$ cat src/rtl/replay_tx_framer.sv
// replay_tx_framer
//   Transmit framer for the replay-protection link. Each accepted host byte
//   becomes a 3-byte frame on the link: SEQ, DATA, TAG, where
//   TAG = rotl1(seq) ^ payload ^ KEY.
//
// Parameters:
//   SEQ_START  sequence number loaded at reset
//   KEY        shared tag key (must match the receiver)
//
// Ports:
//   clk          system clock, rising edge
//   reset_n      asynchronous active-low reset
//   enable       gates acceptance of new bytes; a frame in flight completes
//   data_in      host payload byte
//   in_valid     data_in is valid
//   in_ready     byte is taken at this edge if in_valid is high
//   data_out     framed byte stream to the link (registered)
//   out_valid    data_out holds a frame byte this cycle
//   frame_start  high with the SEQ byte of each frame
//   seq_wrap     high with the TAG byte of the frame whose seq is 8'hFF
module replay_tx_framer #(
    parameter logic [7:0] SEQ_START = 8'h00,
    parameter logic [7:0] KEY       = 8'hA5
) (
    input  logic       clk,
    input  logic       reset_n,
    input  logic       enable,
    input  logic [7:0] data_in,
    input  logic       in_valid,
    output logic       in_ready,
    output logic [7:0] data_out,
    output logic       out_valid,
    output logic       frame_start,
    output logic       seq_wrap
);

    localparam logic [1:0] ST_IDLE = 2'd0;
    localparam logic [1:0] ST_SEQ  = 2'd1;
    localparam logic [1:0] ST_DATA = 2'd2;
    localparam logic [1:0] ST_TAG  = 2'd3;

    logic [1:0] state;
    logic [7:0] seq;
    logic [7:0] hold;
    logic       accept;
    logic [7:0] seq_next;
    logic [7:0] tag;

    assign in_ready = enable && (state == ST_IDLE || state == ST_TAG);
    assign accept   = in_valid && in_ready;

    // A byte accepted while leaving TAG starts a frame with the already
    // advanced sequence number, so the SEQ byte must see the incremented value.
    assign seq_next = (state == ST_TAG) ? seq + 8'd1 : seq;
    assign tag      = {seq[6:0], seq[7]} ^ hold ^ KEY;

    // Outputs are registered on entry to each state so they are valid for
    // the whole cycle the state occupies.
    always_ff @(posedge clk or negedge reset_n) begin
        if (!reset_n) begin
            state       <= ST_IDLE;
            seq         <= SEQ_START;
            hold        <= '0;
            data_out    <= '0;
            out_valid   <= 1'b0;
            frame_start <= 1'b0;
            seq_wrap    <= 1'b0;
        end else begin
            out_valid   <= 1'b0;
            frame_start <= 1'b0;
            seq_wrap    <= 1'b0;

            if (state == ST_TAG) begin
                seq <= seq + 8'd1;
            end

            case (state)
                ST_SEQ: begin
                    state     <= ST_DATA;
                    data_out  <= hold;
                    out_valid <= 1'b1;
                end
                ST_DATA: begin
                    state     <= ST_TAG;
                    data_out  <= tag;
                    out_valid <= 1'b1;
                    seq_wrap  <= (seq == 8'hFF);
                end
                default: begin  // ST_IDLE, ST_TAG
                    if (accept) begin
                        state       <= ST_SEQ;
                        hold        <= data_in;
                        data_out    <= seq_next;
                        out_valid   <= 1'b1;
                        frame_start <= 1'b1;
                    end else begin
                        state <= ST_IDLE;
                    end
                end
            endcase
        end
    end

endmodule
$ cat config.mk
export PLATFORM = sky130hd
export DESIGN_NAME = replay_tx_framer
export DESIGN_NICKNAME = d
export VERILOG_FILES = /design/src/rtl/replay_tx_framer.sv
export SDC_FILE = /design/constraint.sdc
export NUM_CORES = 1
export LEC_CHECK = 0
export CAP_MARGIN = 15
export CORE_MARGIN = 5
export CORE_UTILIZATION = 46
export CTS_CLUSTER_DIAMETER = 80
export DETAILED_ROUTE_END_ITERATION = 8
export GPL_TIMING_DRIVEN = 0
export PLACE_DENSITY = 0.8
export SLEW_MARGIN = 20
export SYNTH_ARGS = -nofsm -noshare
export SYNTH_HDL_FRONTEND = slang
export SYNTH_SLANG_ARGS = --single-unit
$ cat constraint.sdc
create_clock -name clk -period 1.5 [get_ports clk]
set_input_delay 0.3 -clock clk [delete_from_list [all_inputs] [get_ports clk]]
set_output_delay 0.3 -clock clk [all_outputs]
set_load 0.005 [all_outputs]
==> impl_results.md <==
* Die footprint at 0.004224 mm²
* Synth cell types at 31
* Setup TNS at -1.280 ns
* Max_cap viols at 0
* Synth Register Bits at 29
* Synth top area share at 0.5216
* Post-synthesis net count at 136
* Leakage power at 0.0009206 µW
* Clock Pin Slew Worst Setup and Hold Paths at 0.08 ns
* Register area share after synthesis at 0.5216
* Max rail drop VDD at 0.001072 V
* Post-synth EDFFs at 0
* Htree depth at 2
* Layout cells sized above 1 at 0.3292
* Unrepaired setup endpoints after global routing: true
* DRT antenna net count at 0
* Fin nets at 177
* Critical path fanouts, max at 2
* Count leader, synth: dfrtp_1
* Async set or reset register ratio after synthesis at 1.000
* Critical Path Sink Type: output pin
* F_max at 605.8 MHz
* DP HPWL at 2095 µm
* Die Span Y at 65.00 µm
* Yosys warns at 0
* Slowest stage delay, CP at 0.42 ns
* Final Cell Area at 0.001937 mm²
* DR iter-0 viols at 37
* Post-synth top cells: dfrtp_1 (29), nand2_1 (13), nor2_1 (12)
* Outcome: finished with violations
* Routed vias/inst at 5.603
* CP max stage cell: dfrtp_1
* Worst-Margin Slew at 0.6413 ns
* Final Non-Filler Cells at 194
* Congestion Overflow GR at 0
* Inst Count DP at 176
* GRT Util Overall at 0.1682
* CTS buffer count at 5
* Psw at 1809 µW
* Final Critical Period at 1.651 ns
* Worst hold slack at 0.4801 ns
* Die width at 65.00 µm
* Initial Util at 0.4672
* Core footprint at 0.002978 mm²
* Predominant post-synthesis flop cell: dfrtp_1
* Slew Limit Fails at 0
* Yosys top cell by area: dfrtp_1
* CTS tree: yes
* Comb pwr share at 0.576
* Final Hold Viols at 0
* I/O Pins at 24
* Vias at 1087
* Area grow syn2layout at 39.21%
* Clk_lat worst skew at 0.33 ns
* Cell count after synthesis at 120
* Pint at 2724 µW
* Vias in the first global route at 1132
* Number of antenna violations at the first check in global routing at 0
* Antenna diodes at 0
* FILL cells at 246
* Startpoint Class: flip-flop
* Pwr Density at 2341 mW/mm²
* Final wirelength at 3320 µm
* M1 GR Usage at 0.1922
* Residual DRC count at 0
* Avg Cell Area, Syn at 11.59 µm²
* Rel. slew slack at 0.5725
* Critical Path, Cell by Cell: ha_4, buf_8, and2_4, buf_6
* Worst EP arrival at 1.35 ns
* CTS Sinks at 29
* Sw frac at 0.3991
* Per-cell routed wire length at 17.11 µm
* Setup ws final at -0.1508 ns
* # setup viols final at 15
* # rows at 20
* Sequential power share at 0.321
* First-pass GRT wire length at 5257 µm
* Worst Path Required at 1.20 ns
* Largest net degree at the start of global routing at 30
* Drt first pass iters at 4
* Grt met3 use at 0.04506
* Met2 Usage GRT at 0.2784
* Clock Root Buffer: clkbuf_4
* Post-route clock period utilization at 1.101
* PortBufs at 23
* Synth Cell Area at 0.001391 mm²
* Dpl cell area at 0.001673 mm²
* R2R setup slack at -0.15 ns
* Worst Hold Class: reg -> reg
* Failing checks: negative setup slack
* Clock buffer depth at 2
* Clock Skew at 0.008115 ns
* GPL Wtd Cong at 0.8635
* Area contributors post-synth: dfrtp_1 (52%), mux2_2 (7.3%), xor2_1 (4.4%), ha_1 (3.6%), nand2_1 (3.5%)
* Clock share of power at 0.103
* Worst setup path class: reg -> out
* Busiest grt layer: met2
==> power groups by stage <==
| stage | Combinational (µW) | Clock [µW] | Sequential (µW) |
|---|---|---|---|
| after global routing | 2820 | 526 | 1500 |
| after CTS | 2320 | 486 | 1430 |
| after global placement | 1980 | 0 | 1420 |
| final | 2610 | 468 | 1450 |
| after detailed placement | 2060 | 0 | 1450 |
| after floorplan | 1400 | 0 | 1390 |
==> cell usage in the layout, fill, tap and decap left out, drive strengths merged <==
cell and n:
a311oi 1, xor2 7, mux2 9, a221o 1, a21oi 1, o21ai 1
a22oi 3, ha 4, nand3 1, nand2 13, buf 16, dlygate4sd3 1
xnor2 6, o211ai 1, and2 1, o22a 1, nor2 13, dfrtp 29
mux2i 1, dlymetal6s2s 4, inv 5, o2bb2ai 3, a221oi 3, dlygate4sd2 5
o31ai 3, clkdlybuf4s50 12, o21ba 2, nor2b 1, a31oi 1, nand4 4
o31a 1, clkbuf 7
==> layer usage <==
metal	wire length, µm	share of wire
met5	0	0
met4	97	0.029
met3	225	0.068
met2	1627	0.49
met1	1369	0.41
==> registers in the layout, summed over array words and instances (netlist names) <==
register and cells:
hold 8, data_out 8, state 2, out_valid 1, seq_wrap 1, seq 8
frame_start 1
==> repair_timing <==
action / 4_1_cts / 5_1_grt
hold endpoints to repair: 23 / 0
endpoints found under the setup margin: 21 / 22
resized for setup: 21 / 23
hold buffers: 1 / 0
buffers inserted: 6 / 4
pin swaps: 2 / 4
==> through the flow <==
stage               setup WS, ns  total power [µW]    util
global placement         -0.4004              3403  0.5634
floorplan               0.003940              2795       -
global route             -0.1961              4846  0.6504
finish                   -0.1508              4533  0.6504
CTS                      -0.1550              4244  0.6101
detailed placement       -0.4382              3507  0.5618
==> cells by family (layout without fill, tap and decap cells) <==
logic type	count (synthesis)	in the layout	synth area share
multiplexers	10	10	0.08004
XOR/XNOR	13	13	0.08723
buffers and inverters	9	50	0.02787
AND/OR/NAND/NOR	33	33	0.1070
adder cells (fa/ha/maj)	4	4	0.03597
flip-flops	29	29	0.5216
AO/OA/AOI/OAI	22	22	0.1403
==> worst paths after layout <==
kind / from / to / cells after the start
worst max-delay path: state[1]$_DFF_PN0_ / in_ready / 4
worst min-delay path: data_out[0]$_DFFE_PN0P_ / data_out[0]$_DFFE_PN0P_ / 2
worst max register to register: state[1]$_DFF_PN0_ / data_out[5]$_DFFE_PN0P_ / 6
worst min register to register: data_out[0]$_DFFE_PN0P_ / data_out[0]$_DFFE_PN0P_ / 2
max in group asynchronous: reset_n / seq[1]$_DFF_PN0_ / 2
min in group asynchronous: reset_n / data_out[2]$_DFFE_PN0P_ / 2
==> critical path, delay by kind of cell, from the launching register on <==
| kind | cells | cell delay, ns |
|---|---|---|
| flip-flops | 1 | 0.42 |
| adder cells (fa/ha/maj) | 1 | 0.26 |
| buffers and inverters | 2 | 0.21 |
| AND/OR/NAND/NOR | 1 | 0.13 |
==> cell type report <==
cell class	instances	area, µm²	share of cell area
Timing Repair Buffer	34	319.1	0.1647
Inverter	5	23.77	0.01227
Sequential cell	29	728.2	0.3760
Tap cell	33	41.29	0.02132
Multi-Input combinational cell	82	723.2	0.3734
Clock buffer	7	55.05	0.02842
Buffer	4	46.29	0.02390
No activity file was read; power rests on OpenSTA's default activity.
